[src/rtl/tot_trigger_pkg.sv]
// Shared types and helpers for the TOT event trigger: FSM encoding, record layout, saturating math.
package tot_trigger_pkg;

    localparam int unsigned TOT_W   = 16;
    localparam logic [15:0] SAT_MAX = 16'hFFFF;

    typedef enum logic [1:0] {
        ST_IDLE    = 2'd0,
        ST_ACTIVE  = 2'd1,
        ST_HOLDOFF = 2'd2
    } state_t;

    // Record is {time, peak, width}; width and peak occupy the low 32 bits.
    function automatic int unsigned rec_w(input int unsigned ts_w);
        return ts_w + 32;
    endfunction

    function automatic logic [15:0] sat_inc(input logic [15:0] v);
        return (v == SAT_MAX) ? v : v + 16'd1;
    endfunction

    function automatic logic [15:0] max16(input logic [15:0] a, input logic [15:0] b);
        return (a > b) ? a : b;
    endfunction

endpackage

[src/rtl/event_fifo.sv]
// Register-based first-word-fall-through FIFO with a registered head; a push on a full FIFO
// is accepted only when a pop happens in the same cycle.
module event_fifo #(
    parameter int unsigned W     = 64,
    parameter int unsigned DEPTH = 4
) (
    input  logic         clk,
    input  logic         rst_n,
    input  logic         i_push,
    input  logic [W-1:0] i_data,
    input  logic         i_pop,
    output logic         o_valid,
    output logic [W-1:0] o_data,
    output logic         o_drop_c
);
    localparam int unsigned AW = (DEPTH > 1) ? $clog2(DEPTH) : 1;
    localparam int unsigned CW = AW + 1;

    logic [W-1:0]  r_mem [DEPTH];
    logic [AW-1:0] r_wr;
    logic [AW-1:0] r_rd;
    logic [CW-1:0] r_cnt;
    logic          r_full;
    logic          r_valid;
    logic [W-1:0]  r_head;

    logic          w_pop;
    logic          w_push;
    logic [CW-1:0] w_cnt_nxt;
    logic [CW-1:0] w_left;
    logic [AW-1:0] w_rd_nxt;
    logic [W-1:0]  w_head_nxt;

    // Head of the next cycle: the pushed word when it lands in an otherwise empty FIFO.
    always_comb begin
        w_pop      = i_pop && r_valid;
        w_push     = i_push && (!r_full || w_pop);
        w_cnt_nxt  = r_cnt + CW'(w_push) - CW'(w_pop);
        w_left     = r_cnt - CW'(w_pop);
        w_rd_nxt   = w_pop ? r_rd + AW'(1) : r_rd;
        w_head_nxt = '0;
        if (w_cnt_nxt != '0) begin
            if (w_left == '0) begin
                w_head_nxt = i_data;
            end else begin
                w_head_nxt = r_mem[w_rd_nxt];
            end
        end
    end

    assign o_drop_c = i_push && r_full && !w_pop;
    assign o_valid  = r_valid;
    assign o_data   = r_head;

    always_ff @(posedge clk) begin
        if (w_push) begin
            r_mem[r_wr] <= i_data;
        end
    end

    always_ff @(posedge clk or negedge rst_n) begin
        if (!rst_n) begin
            r_wr    <= '0;
            r_rd    <= '0;
            r_cnt   <= '0;
            r_full  <= 1'b0;
            r_valid <= 1'b0;
            r_head  <= '0;
        end else begin
            if (w_push) begin
                r_wr <= r_wr + AW'(1);
            end
            r_rd    <= w_rd_nxt;
            r_cnt   <= w_cnt_nxt;
            r_full  <= (w_cnt_nxt == CW'(DEPTH));
            r_valid <= (w_cnt_nxt != '0);
            r_head  <= w_head_nxt;
        end
    end

endmodule

[src/rtl/tot_event_trigger.sv]
// Threshold trigger on the rolling TOT count: opens an event, tracks peak and width,
// queues a timestamped record on close, then applies a programmable dead-time.
module tot_event_trigger
    import tot_trigger_pkg::*;
#(
    parameter int unsigned TS_WIDTH   = 32,
    parameter int unsigned FIFO_DEPTH = 4
) (
    input  logic                CLK,
    input  logic                RESET_N,
    input  logic                ENABLE,
    input  logic [15:0]         TOTIN,
    input  logic [15:0]         THRESHOLD,
    input  logic [15:0]         HOLDOFF,
    output logic                EVT_VALID,
    input  logic                EVT_READY,
    output logic [TS_WIDTH-1:0] EVT_TIME,
    output logic [15:0]         EVT_PEAK,
    output logic [15:0]         EVT_WIDTH,
    output logic [15:0]         DROPCOUNT,
    output logic                BUSY
);
    localparam int unsigned REC_W = rec_w(TS_WIDTH);

    state_t              r_state;
    state_t              w_state_nxt;
    logic [TS_WIDTH-1:0] r_ts;
    logic [TS_WIDTH-1:0] r_ts_q;
    logic [TS_WIDTH-1:0] r_time;
    logic [TOT_W-1:0]    r_tot_q;
    logic [TOT_W-1:0]    r_peak;
    logic [TOT_W-1:0]    r_width;
    logic [TOT_W-1:0]    r_hcnt;
    logic [TOT_W-1:0]    r_drop;
    logic                r_busy;

    logic                w_above;
    logic                w_open;
    logic                w_track;
    logic                w_push;
    logic                w_hload;
    logic                w_hdec;
    logic                w_drop_c;
    logic [REC_W-1:0]    w_rec;
    logic [REC_W-1:0]    w_head;

    assign w_above = (THRESHOLD != '0) && (r_tot_q >= THRESHOLD);

    // Input stage and free-running timestamp.
    always_ff @(posedge CLK or negedge RESET_N) begin
        if (!RESET_N) begin
            r_ts    <= '0;
            r_ts_q  <= '0;
            r_tot_q <= '0;
        end else begin
            r_ts    <= r_ts + TS_WIDTH'(1);
            r_ts_q  <= r_ts;
            r_tot_q <= TOTIN;
        end
    end

    always_ff @(posedge CLK or negedge RESET_N) begin
        if (!RESET_N) begin
            r_state <= ST_IDLE;
        end else begin
            r_state <= w_state_nxt;
        end
    end

    always_comb begin
        w_state_nxt = r_state;
        case (r_state)
            ST_IDLE: begin
                if (ENABLE && w_above) begin
                    w_state_nxt = ST_ACTIVE;
                end
            end
            ST_ACTIVE: begin
                if (!w_above) begin
                    w_state_nxt = (HOLDOFF == '0) ? ST_IDLE : ST_HOLDOFF;
                end
            end
            ST_HOLDOFF: begin
                if (r_hcnt == 16'd1) begin
                    w_state_nxt = ST_IDLE;
                end
            end
            default: w_state_nxt = ST_IDLE;
        endcase
    end

    always_comb begin
        w_open  = 1'b0;
        w_track = 1'b0;
        w_push  = 1'b0;
        w_hload = 1'b0;
        w_hdec  = 1'b0;
        case (r_state)
            ST_IDLE:    w_open = ENABLE && w_above;
            ST_ACTIVE: begin
                w_track = w_above;
                w_push  = !w_above;
                w_hload = !w_above && (HOLDOFF != '0);
            end
            ST_HOLDOFF: w_hdec = 1'b1;
            default:    w_open = 1'b0;
        endcase
    end

    // Event tracking and dead-time counter; HOLDOFF is captured only when the event closes.
    always_ff @(posedge CLK or negedge RESET_N) begin
        if (!RESET_N) begin
            r_time  <= '0;
            r_peak  <= '0;
            r_width <= '0;
            r_hcnt  <= '0;
        end else begin
            if (w_open) begin
                r_time  <= r_ts_q;
                r_peak  <= r_tot_q;
                r_width <= 16'd1;
            end else if (w_track) begin
                r_peak  <= max16(r_peak, r_tot_q);
                r_width <= sat_inc(r_width);
            end
            if (w_hload) begin
                r_hcnt <= HOLDOFF;
            end else if (w_hdec) begin
                r_hcnt <= r_hcnt - 16'd1;
            end
        end
    end

    always_ff @(posedge CLK or negedge RESET_N) begin
        if (!RESET_N) begin
            r_busy <= 1'b0;
            r_drop <= '0;
        end else begin
            r_busy <= (w_state_nxt != ST_IDLE);
            if (w_drop_c) begin
                r_drop <= sat_inc(r_drop);
            end
        end
    end

    assign w_rec = {r_time, r_peak, r_width};

    event_fifo #(
        .W     (REC_W),
        .DEPTH (FIFO_DEPTH)
    ) u_fifo (
        .clk      (CLK),
        .rst_n    (RESET_N),
        .i_push   (w_push),
        .i_data   (w_rec),
        .i_pop    (EVT_READY),
        .o_valid  (EVT_VALID),
        .o_data   (w_head),
        .o_drop_c (w_drop_c)
    );

    assign EVT_TIME  = w_head[REC_W-1 -: TS_WIDTH];
    assign EVT_PEAK  = w_head[31:16];
    assign EVT_WIDTH = w_head[15:0];
    assign DROPCOUNT = r_drop;
    assign BUSY      = r_busy;

endmodule

[config.mk]
export PLATFORM = sky130hd
export DESIGN_NAME = tot_event_trigger
export DESIGN_NICKNAME = d
export VERILOG_FILES = /design/src/rtl/tot_trigger_pkg.sv /design/src/rtl/event_fifo.sv /design/src/rtl/tot_event_trigger.sv
export SDC_FILE = /design/constraint.sdc
export NUM_CORES = 1
export LEC_CHECK = 0
export ABC_CLOCK_PERIOD_IN_PS = 4600
export CAP_MARGIN = 25
export CORE_MARGIN = 2
export CORE_UTILIZATION = 45
export DETAILED_ROUTE_END_ITERATION = 12
export GPL_ROUTABILITY_DRIVEN = 0
export GPL_TIMING_DRIVEN = 0
export PLACE_DENSITY = 0.63
export SLEW_MARGIN = 10
export SYNTH_ARGS = -nofsm -noshare
export SYNTH_HDL_FRONTEND = slang
export SYNTH_SLANG_ARGS = --single-unit
[constraint.sdc]
create_clock -name CLK -period 4.6 [get_ports CLK]
set_input_delay 0.92 -clock CLK [delete_from_list [all_inputs] [get_ports CLK]]
set_output_delay 0.92 -clock CLK [all_outputs]
set_load 0.02 [all_outputs]
==> run_results.csv, run 1 <==
group,metric,value,unit
timing,setup_repair_after_global_routing_missed_its_margin,"no",
worst_hold_path,min-delay-path-class,"in -> async",
synth,postSynthNetCount,1491,
placement,portBuffers,133,
power_and_ir_drop,combinationalPowerShare,0.288,
finish,most-common-layout-cells,"nand2_1 (261), edfxtp_1 (256), dfrtp_1 (252)",
setup_path,critPathBufInv,6,
setup_path,worst_setup_path_end_kind,"flop",
synth,postSynthAreaPerCell,14.6,sq um
setup_path,cp-start-kind,"primary input",
floorplanning,floorplan.die.width,216,um
setup_path,cpLargestDelayFamily,"buffers and inverters",
power_and_ir_drop,p_int,9.26,mW
detailed_routing,drt_iter0_markers,894,
timing,fmax,227,MHz
finish,final_design_area_no_fill,0.0244,sq mm
synth,synth.yosys.seq_area_share,0.689,
detailed_routing,route.final.wire_length,43600,um
setup_path,crit_arrival,4.88,ns
clock_tree,cell_at_the_root_of_the_clock_tree,"clkbuf_16",
setup_path,setup.reg_to_reg.worst_slack,0.71,ns
power_and_ir_drop,ir_worst_vdd,288,uV
synth,synth.yosys.warnings,0,
detailed_routing,via_count,11849,
clock_tree,cts_tree,"built",
setup_path,cp.required,5.07,ns
floorplanning,die_height,216,um
synth,synth.ff_latch_count,508,
timing,worst_slack_on_hold_paths,0.276,ns
finish,drive_above_1_share,0.140,
global_routing,grt_usage,0.192,
power_and_ir_drop,power.switching,4.10,mW
global_routing,grt_max_degree,106,
timing,totalNegativeSetupSlack,0,ns
synth,post_synth_inst_count,1393,
synth,synth-main-ff-cell,"edfxtp_1",
timing,maxSlewHeadroom,0.480,
placement,count_of_placed_standard_cells_including_taps,2124,
detailed_routing,detail_route.drc_violations,0,
global_routing,globalRouteOverflowTotal,0,
power_and_ir_drop,cellPowerDensity,548,mW/mm^2
clock_tree,clk_pin_slew,0.06,ns
synth,synth-edff-count,256,
power_and_ir_drop,total_leakage_power,9.66,nW
finish,area_growth_syn_to_layout,20.0,%
clock_tree,cts-hold-fix-buffers,0,
clock_tree,ctsLongestPathBuffers,3,
global_routing,number_of_global_route_vias_before_repair,12226,
power_and_ir_drop,power_frac_seq,0.396,
synth,ys_types,65,
clock_tree,htree_num_levels,2,
global_routing,antenna_found_initial,2,
floorplanning,rows,77,
setup_path,cp_cell_sequence,"clkdlybuf4s50_1 -> inv_1 -> ha_1 -> nand2_1 -> nor4_2 -> or4b_1 -> buf_2 -> a31oi_4 -> nor2_4 -> ha_1 -> inv_1 -> fa_1 -> nand2b_1 -> nor2_1 -> clkbuf_4 -> clkbuf_4 -> a21oi_1",
timing,period_minus_slack,4.41,ns
status,status,"finished clean",
clock_tree,clock_latency,0.59,ns
finish,final_common_cell,"nand2_1",
timing,worst_slew_pin_slew,0.779,ns
timing,finalHoldViolCount,0,
floorplanning,core_region_area,0.0444,sq mm
setup_path,critical_path.max_stage_delay,0.54,ns
placement,place_hpwl,28000,um
timing,timing.clock.skew,0.0170,ns
synth,post_synth_instance_area,0.0203,sq mm
clock_tree,tritoncts_num_sinks,508,
flow_run,cap_viol_max_count,0,
floorplanning,start_util,0.457,
timing,setup_violators_final,0,
timing,post-route-period-util,0.959,
floorplanning,ioPinCount,134,
global_routing,grt_first_pass_wirelength,69500,um
detailed_routing,drt-vias-per-instance,5.33,
clock_tree,cts-buffers-inserted,52,
detailed_routing,wl_per_cell,19.6,um
detailed_routing,drt_pre_antenna_iters,7,
power_and_ir_drop,clock_group_share_of_total_power,0.316,
finish,final_nets,1685,
finish,fin_cells,2225,
synth,postSynth.asyncResetShare,0.496,
floorplanning,design.die.area,0.0469,sq mm
setup_path,cp_slowest_cell,"clkdlybuf4s50_1",
setup_path,worstPathMaxFanout,10,
setup_path,timing.setup.critical_path_class,"in -> reg",
detailed_routing,postRouteAntennaNets,0,
placement,placed_area,0.0226,sq mm
power_and_ir_drop,swShare,0.307,
timing,timing_max_transition_violations_final,0,
==> cell type report <==
class / count / area (sq um)
buffer: 55 / 277
sequential: 508 / 14000
tap: 592 / 741
clock inverter: 22 / 233
antenna: 2 / 5.00
timing repair buffer: 140 / 1510
multi-input combinational: 777 / 5930
clock buffer: 76 / 1490
fill: 3595 / 20000
inverter: 53 / 200
==> metrics by stage <==
| stage | setup WS [ns] | total power [mW] | utilization |
|---|---|---|---|
| after detailed placement | -1.37 | 9.22 | 0.508 |
| after CTS | 0.0175 | 13.5 | 0.548 |
| after global routing | 0.0314 | 14.0 | 0.549 |
| after floorplan | 0.155 | 7.80 | - |
| final | 0.187 | 13.4 | 0.549 |
| after global placement | -8.40 | 9.18 | 0.504 |
==> kinds of logic after synthesis <==
kind of cell	after synthesis	synth area share
flip-flops	508	0.689
AND/OR/NAND/NOR	439	0.101
AO/OA/AOI/OAI	139	0.0447
buffers and inverters	108	0.0225
multiplexers	93	0.0885
XOR/XNOR	60	0.0259
adder cells (fa/ha/maj)	46	0.0287
==> registers in the layout, summed over array words and instances, names as in the netlist <==
signal / cells
u_fifo.r_wr: 2
u_fifo.r_full: 1
u_fifo.o_data: 64
r_ts: 32
r_ts_q: 32
BUSY: 1
r_state: 2
u_fifo.r_mem: 256
u_fifo.o_valid: 1
r_hcnt: 16
u_fifo.r_rd: 2
r_peak: 16
DROPCOUNT: 16
r_tot_q: 16
u_fifo.r_cnt: 3
r_time: 32
r_width: 16
==> worst reg2reg max path, stage by stage, from the launching register on <==
cell and delay [ns]:
dfrtp_1 0.41, ha_1 0.30, nand2_1 0.08, nor4_2 0.34, or4b_1 0.47, buf_2 0.20, a31oi_4 0.24, nor2_4 0.09
ha_1 0.22, inv_1 0.07, fa_1 0.44, nand2b_1 0.11, nor2_1 0.06, clkbuf_4 0.22, clkbuf_4 0.25, a21oi_1 0.29
==> what timing repair did <==
item / 4_1_cts / 5_1_grt
setup buffers: 0 / 1
endpoints found under the setup margin: 65 / 64
gates resized for setup: 16 / 9
pin swaps: 0 / 1
==> synthesized netlist by cell type (all sizes together), types with 2 or more instances <==
| library cell | count | area [sq um] |
|---|---|---|
| nand2 | 261 | 980 |
| edfxtp | 256 | 7690 |
| dfrtp | 252 | 6310 |
| a21oi | 76 | 380 |
| mux4 | 64 | 1440 |
| inv | 52 | 195 |
| ha | 45 | 563 |
| clkbuf | 36 | 135 |
| xnor2 | 34 | 298 |
| nand3 | 28 | 140 |
| mux2 | 26 | 327 |
| xor2 | 26 | 228 |
| nor2 | 25 | 93.8 |
| nand4 | 24 | 165 |
| and3 | 20 | 125 |
| nor4 | 20 | 131 |
| buf | 19 | 123 |
| nor3 | 13 | 65.1 |
| and4 | 9 | 78.8 |
| nand2b | 9 | 56.3 |
| o21ai | 9 | 56.3 |
| a31oi | 8 | 56.3 |
| a221o | 7 | 70.1 |
| nor2b | 7 | 43.8 |
| o211ai | 7 | 52.6 |
| or3 | 6 | 37.5 |
| a31o | 5 | 52.6 |
| a41oi | 5 | 43.8 |
| and2 | 5 | 31.3 |
| o2bb2ai | 4 | 35.0 |
| mux2i | 3 | 30.0 |
| a2111oi | 2 | 17.5 |
| a211o | 2 | 17.5 |
| a21bo | 2 | 20.0 |
| nand3b | 2 | 15.0 |
| nand4b | 2 | 17.5 |
| nor3b | 2 | 15.0 |
| o211a | 2 | 20.0 |
| o21a | 2 | 15.0 |
| or2 | 2 | 12.5 |
| or4b | 2 | 20.0 |
==> routing by layer <==
layer  global-route usage  up-vias  wire (um)
li1                     -     5471          -
met1                0.262     6034      19300
met2                0.319      283      21300
met3               0.0366       61       2220
met4               0.0475        0        819
met5                    0        -          0
==> power by group through the flow <==
stage               registers [mW]  logic, mW  clock network [mW]
finish                        5.29       3.85                4.22
global route                  5.33       4.20                4.51
CTS                           5.29       3.91                4.32
detailed placement            5.38       3.84                   0
global placement              5.38       3.80                   0
floorplan                     5.57       2.22                   0
==> final timing paths <==
path / startpoint / to / depth (start not counted)
max in group asynchronous: RESET_N / r_ts_q[17] / 2
hold / removal: RESET_N / DROPCOUNT[1] / 1
min in group CLK: r_ts[14] / r_ts_q[14] / 0
hold reg to reg: r_ts[14] / r_ts_q[14] / 0
setup / recovery: THRESHOLD[13] / u_fifo.o_data[32] / 17
setup reg to reg: r_tot_q[13] / u_fifo.o_data[32] / 15
Note: power is estimated with default switching activity, not from simulation.
==> inputs of run 2 (changes only) <==
--- a/config.mk
+++ b/config.mk
@@ -9,4 +9,6 @@
 export CAP_MARGIN = 25
+export CORE_ASPECT_RATIO = 1.1
 export CORE_MARGIN = 2
 export CORE_UTILIZATION = 45
+export CTS_CLUSTER_DIAMETER = 60
 export DETAILED_ROUTE_END_ITERATION = 12
==> constraint.sdc (replaced) <==
create_clock -name CLK -period 4.6 [get_ports CLK]
set_input_delay 0.46 -clock CLK [delete_from_list [all_inputs] [get_ports CLK]]
set_output_delay 0.46 -clock CLK [all_outputs]
set_load 0.02 [all_outputs]
==> run_results.csv, run 2 (synthesis results as in run 1) <==
group,metric,value,unit
clock_tree,clock_latency,0.59,ns
global_routing,grt_first_pass_wirelength,66000,um
setup_path,cpLargestDelayFamily,"simple AND/OR/NAND/NOR gates",
detailed_routing,drt_pre_antenna_iters,4,
timing,post-route-period-util,0.925,
timing,setup_repair_after_global_routing_missed_its_margin,"no",
setup_path,cp_slowest_cell,"or4b_1",
finish,largest_register_ffs,256,
finish,top_register,"u_fifo.r_mem",
timing,layout_setup_ws,0.345,ns
worst_hold_path,min-delay-path-class,"in -> reg",
flow_run,cap_viol_max_count,0,
detailed_routing,detail_route.drc_violations,0,
finish,multi_input_comb_area,0.00589,sq mm
clock_tree,cts_tree,"built",
finish,final_common_cell,"nand2_1",
floorplanning,ioPinCount,134,
detailed_routing,postRouteAntennaNets,0,
timing,finalHoldViolCount,0,
setup_path,worstPathMaxFanout,10,
setup_path,cp-start-kind,"flop",
setup_path,rr_startpoint,"r_tot_q[13]",
placement,placed_area,0.0225,sq mm
setup_path,timing.setup.critical_path_class,"reg -> reg",
timing,worst_slew_pin_slew,0.770,ns
placement,place_hpwl,26700,um
detailed_routing,via_count,11702,
finish,fin_cells,2208,
detailed_routing,drt_iter0_markers,667,
power_and_ir_drop,cellPowerDensity,543,mW/mm^2
setup_path,worstSetupStartpoint,"r_tot_q[13]",
power_and_ir_drop,p_int,9.15,mW
global_routing,grt_max_degree,99,
timing,timing.clock.skew,0.0153,ns
setup_path,cp_cell_sequence,"ha_1 -> nand2_1 -> nor4_2 -> or4b_1 -> buf_2 -> a31oi_4 -> nor2_2 -> ha_1 -> inv_1 -> fa_1 -> nand2b_1 -> nor2_1 -> clkbuf_2 -> clkbuf_2 -> a21oi_1",
placement,count_of_placed_standard_cells_including_taps,2113,
detailed_routing,wl_per_cell,18.7,um
floorplanning,core_region_area,0.0445,sq mm
timing,period_minus_slack,4.26,ns
clock_tree,clk_pin_slew,0.06,ns
floorplanning,design.die.area,0.0469,sq mm
finish,area_growth_syn_to_layout,19.3,%
power_and_ir_drop,swShare,0.304,
timing,setup_violators_final,0,
global_routing,globalRouteOverflowTotal,0,
global_routing,number_of_global_route_vias_before_repair,12000,
floorplanning,die_height,227,um
timing,fmax,235,MHz
detailed_routing,route.final.wire_length,41200,um
power_and_ir_drop,total_leakage_power,9.61,nW
clock_tree,cts-buffers-inserted,50,
finish,drive_above_1_share,0.133,
setup_path,critPathBufInv,4,
finish,most-common-layout-cells,"nand2_1 (261), edfxtp_1 (256), dfrtp_1 (252)",
finish,num_antenna_cells,0,
detailed_routing,drt-vias-per-instance,5.30,
setup_path,cp.required,5.05,ns
setup_path,worst_setup_path_end_kind,"flop",
power_and_ir_drop,ir_worst_vdd,332,uV
global_routing,grt_usage,0.184,
clock_tree,tritoncts_num_sinks,508,
floorplanning,start_util,0.457,
clock_tree,ctsLongestPathBuffers,3,
timing,totalNegativeSetupSlack,0,ns
finish,layout.area.seq,0.0140,sq mm
clock_tree,cell_at_the_root_of_the_clock_tree,"clkbuf_16",
floorplanning,floorplan.die.width,207,um
floorplanning,rows,81,
clock_tree,htree_num_levels,2,
timing,maxSlewHeadroom,0.481,
setup_path,crit_arrival,4.70,ns
power_and_ir_drop,power_frac_seq,0.403,
power_and_ir_drop,clock_group_share_of_total_power,0.313,
placement,portBuffers,133,
global_routing,antenna_found_initial,0,
finish,layout.filler_cells,3624,
placement,detailedPlace.worstSlack,-0.911,ns
finish,final_nets,1683,
finish,final_design_area_no_fill,0.0242,sq mm
power_and_ir_drop,combinationalPowerShare,0.285,
worst_hold_path,hold_path_startpoint,"TOTIN[1]",
status,status,"finished clean",
timing,timing_max_transition_violations_final,0,
setup_path,critical_path.max_stage_delay,0.47,ns
power_and_ir_drop,power.switching,4.00,mW
==> run 2: cell type report <==
class,instances,share of cell area
multi-input cells,777,0.243
clock buffers,71,0.0578
inverters,53,0.00826
clock inverters,23,0.0110
plain buffers,55,0.0109
repair buffers,140,0.0617
well taps,581,0.0300
flip-flops and latches,508,0.577
==> run 2: metal layers <==
| metal | GRT usage | share of wire | wire (um) | vias to the layer above |
|---|---|---|---|---|
| met1 | 0.251 | 0.44 | 18300 | 5917 |
| li1 | - | - | - | 5468 |
| met4 | 0.0673 | 0.028 | 1140 | 0 |
| met3 | 0.0269 | 0.042 | 1710 | 64 |
| met5 | 0 | 0 | 0 | - |
| met2 | 0.301 | 0.49 | 20100 | 253 |
==> run 2: worst paths after layout <==
| path | end | slack (ns) | cells after the start |
|---|---|---|---|
| worst min register to register | r_ts_q[14] | 0.39 | 0 |
| max in group asynchronous | u_fifo.o_data[58] | 3.27 | 3 |
| worst min-delay path | r_tot_q[1] | 0.31 | 1 |
| worst max register to register | u_fifo.o_data[25] | 0.34 | 15 |
| worst max-delay path | u_fifo.o_data[25] | 0.34 | 15 |
| min in group asynchronous | r_hcnt[0] | 0.44 | 2 |
==> run 2: what timing repair did <==
action                                 CTS  global route
hold buffers                             1             0
gates resized for setup                  5             4
setup endpoints to repair               50            19
endpoints found under the hold margin   71             0
buffers inserted                         0             0
==> run 2: metrics by stage <==
| stage | util | hold WS (ns) | total power, mW |
|---|---|---|---|
| finish | 0.545 | 0.314 | 13.2 |
| global route | 0.545 | 0.290 | 13.8 |
| CTS | 0.545 | 0.277 | 13.4 |
| detailed placement | 0.507 | 0.381 | 9.19 |
| global placement | 0.503 | 0.372 | 9.16 |
| floorplan | - | 0.164 | 7.80 |
==> run 2: power by group through the flow <==
| stage | combinational [mW] | sequential (mW) | clock (mW) |
|---|---|---|---|
| final | 3.75 | 5.29 | 4.11 |
| after global routing | 4.11 | 5.33 | 4.39 |
| after CTS | 3.83 | 5.30 | 4.23 |
| after detailed placement | 3.81 | 5.39 | 0 |
| after global placement | 3.77 | 5.39 | 0 |
| after floorplan | 2.22 | 5.57 | 0 |
==> inputs of run 3 (changes only) <==
Settings changed: ABC_AREA set to 1.
==> run_results.csv, run 3 <==
group,metric,value,unit
synth,postSynth.asyncResetShare,0.496,
global_routing,antenna_found_initial,0,
clock_tree,cts-buffers-inserted,53,
clock_tree,tritoncts_num_sinks,508,
power_and_ir_drop,swShare,0.344,
finish,top_register,"u_fifo.r_mem",
global_routing,number_of_global_route_vias_before_repair,14556,
detailed_routing,drt-vias-per-instance,5.16,
setup_path,worst_setup_path_end_kind,"flop",
floorplanning,die_height,233,um
timing,worst_slack_on_hold_paths,0.318,ns
detailed_routing,wl_per_cell,17.8,um
synth,post_synth_inst_count,1946,
timing,post-route-period-util,0.916,
global_routing,grt_usage,0.208,
synth,synth.yosys.warnings,0,
setup_path,critical_path.max_stage_delay,0.54,ns
floorplanning,core_region_area,0.0469,sq mm
detailed_routing,via_count,14579,
power_and_ir_drop,power.switching,4.76,mW
finish,fin_cells,2828,
finish,num_antenna_cells,0,
power_and_ir_drop,ir_worst_vdd,314,uV
timing,timing_max_transition_violations_final,0,
clock_tree,cell_at_the_root_of_the_clock_tree,"clkbuf_16",
worst_hold_path,min-delay-path-class,"in -> reg",
setup_path,timing.setup.critical_path_class,"in -> reg",
timing,finalHoldViolCount,0,
setup_path,worstPathMaxFanout,10,
synth,postSynthNetCount,2044,
finish,largest_register_ffs,256,
synth,postSynthAreaPerCell,11.0,sq um
floorplanning,start_util,0.458,
placement,place_hpwl,33400,um
synth,synth.ff_latch_count,508,
placement,count_of_placed_standard_cells_including_taps,2727,
global_routing,grt_max_degree,101,
global_routing,globalRouteOverflowTotal,0,
synth,yosys-top-cells-area,"edfxtp_1 (36%), dfrtp_1 (29%), o211ai_1 (4.4%)",
synth,synth-edff-count,256,
clock_tree,htree_num_levels,2,
timing,maxSlewHeadroom,0.385,
synth,synth.yosys.seq_area_share,0.651,
setup_path,cp.required,5.12,ns
setup_path,cp-start-kind,"primary input",
detailed_routing,postRouteAntennaNets,0,
detailed_routing,detail_route.drc_violations,0,
synth,post-synth-top-count-cell,"edfxtp_1",
finish,final_nets,2244,
detailed_routing,route.final.wire_length,50400,um
synth,ys_types,43,
finish,drive_above_1_share,0.0931,
timing,fmax,237,MHz
synth,post_synth_instance_area,0.0215,sq mm
clock_tree,clk_pin_slew,0.06,ns
floorplanning,design.die.area,0.0495,sq mm
timing,worst_slew_pin_slew,0.923,ns
power_and_ir_drop,cellPowerDensity,539,mW/mm^2
floorplanning,floorplan.die.width,212,um
finish,final_common_cell,"edfxtp_1",
timing,period_minus_slack,4.21,ns
global_routing,grt_first_pass_wirelength,80000,um
clock_tree,ctsLongestPathBuffers,3,
floorplanning,rows,83,
synth,synth-main-ff-cell,"edfxtp_1",
synth,synthDominantAreaCellType,"edfxtp_1",
power_and_ir_drop,power_frac_seq,0.371,
status,status,"finished clean",
finish,layout.filler_cells,4062,
power_and_ir_drop,total_leakage_power,11.2,nW
timing,setup_violators_final,0,
power_and_ir_drop,clock_group_share_of_total_power,0.306,
floorplanning,ioPinCount,134,
detailed_routing,drt_iter0_markers,1040,
setup_path,crit_arrival,4.74,ns
synth,synth_commonest_cells,"edfxtp_1 (256), dfrtp_1 (252), nor2_1 (250)",
clock_tree,clock_latency,0.60,ns
setup_path,cp_cell_sequence,"clkdlybuf4s50_1 -> inv_1 -> ha_1 -> a21oi_1 -> o21ai_0 -> a21oi_1 -> nand2_2 -> nand2_4 -> nand3_2 -> inv_2 -> ha_1 -> inv_1 -> fa_1 -> xor2_1 -> xor2_1 -> inv_1 -> nand2_1 -> buf_2 -> clkbuf_4 -> o211ai_1 -> inv_1",
synth,top_cell_type_s_share_of_synthesized_area,0.358,
timing,timing.clock.skew,0.0192,ns
clock_tree,cts_tree,"built",
setup_path,cp_slowest_cell,"clkdlybuf4s50_1",
power_and_ir_drop,combinationalPowerShare,0.322,
finish,area_growth_syn_to_layout,19.5,%
detailed_routing,drt_pre_antenna_iters,5,
power_and_ir_drop,p_int,9.08,mW
placement,portBuffers,133,
finish,most-common-layout-cells,"edfxtp_1 (256), dfrtp_1 (252), nor2_1 (246)",
flow_run,cap_viol_max_count,0,
setup_path,worst_path_most_repeated_cell,"inv_1",
-- run 3: cell count changes after synthesis, moves of 22 or more --
| cell | delta |
|---|---|
| mux4_2 | -64 |
| nand2_1 | -26 |
| inv_1 | +161 |
| nor2_1 | +225 |
| o211ai_1 | +119 |
| buf_2 | +24 |
| o21ai_1 | +38 |
| o21ai_0 | +141 |
| nand3_1 | +39 |
| nand4_1 | +23 |
| xor2_1 | +22 |
| a21oi_1 | -54 |
-- run 3: cells by family after synthesis --
logic type,synth area share
flops,0.651
compound gates,0.0944
simple gates,0.139
buf+inv,0.0598
xor+xnor,0.0285
fa+ha+maj,0.0271
-- run 3: area by class of cell --
type	instances	area, sq um	area share
Sequential cell	508	14000	0.545
Multi-Input combinational cell	1128	6250	0.243
Timing Repair Buffer	145	1600	0.0625
Clock buffer	74	1510	0.0588
Inverter	222	835	0.0325
Tap cell	637	797	0.0310
Buffer	88	453	0.0176
Clock inverter	26	235	0.00916
-- run 3: what timing repair did --
item / 4_1_cts / 5_1_grt
hold buffers: 1 / 0
hold endpoints to repair: 69 / 0
gates resized for setup: 0 / 3
buffers inserted: 0 / 0
endpoints found under the setup margin: 0 / 57
-- run 3: final timing paths --
kind                                    start                 to  slack, ns  depth (start not counted)
worst max-delay path            THRESHOLD[15]  u_fifo.o_data[50]       0.39                         21
min in group asynchronous             RESET_N           r_ts[29]       0.44                          2
worst min-delay path                 TOTIN[2]         r_tot_q[2]       0.32                          1
worst min register to register        r_ts[7]          r_ts_q[7]       0.40                          0
max in group asynchronous             RESET_N          r_peak[0]       3.21                          3
worst max register to register     r_tot_q[3]  u_fifo.o_data[50]       0.45                         23
-- run 3: critical path: cells and delay by family --
family / cells / cell delay (ns)
AOI/OAI and AO/OA: 4 / 0.61
and+or+nand+nor: 4 / 0.72
adders and majority gates: 3 / 0.85
xor gates and xnor gates: 2 / 0.39
buffers and inverters: 8 / 1.69
-- run 3: stage by stage --
stage          instance area (sq um)  TNS [ns]  setup slack, ns  power, mW  utilization
5_1_grt                        25700  -0.00330         -0.00330       14.6        0.547
6_report                       25700         0            0.387       13.8        0.547
2_1_floorplan                  21500    -54.75           -0.214       7.94            -
4_1_cts                        25700         0           0.0799       14.0        0.547
3_5_place_dp                   23900    -22.07           -0.514       9.71        0.509
3_3_place_gp                   23600  -2886.35            -7.99       9.66        0.503
-- run 3: per-layer routing --
layer / track usage / vias to the layer above / routed length, um
met1: 0.281 / 7085 / 22300
met4: 0.0608 / 0 / 1040
met5: 0 / - / 0
met3: 0.0308 / 56 / 2550
li1: - / 7032 / -
met2: 0.350 / 406 / 24500
-- run 3: power by group through the flow --
stage | Sequential, mW | Clock [mW] | Combinational, mW
final | 5.14 | 4.24 | 4.46
after global routing | 5.16 | 4.50 | 4.94
after CTS | 5.15 | 4.33 | 4.51
after detailed placement | 5.23 | 0 | 4.48
after global placement | 5.23 | 0 | 4.42
after floorplan | 5.51 | 0 | 2.43
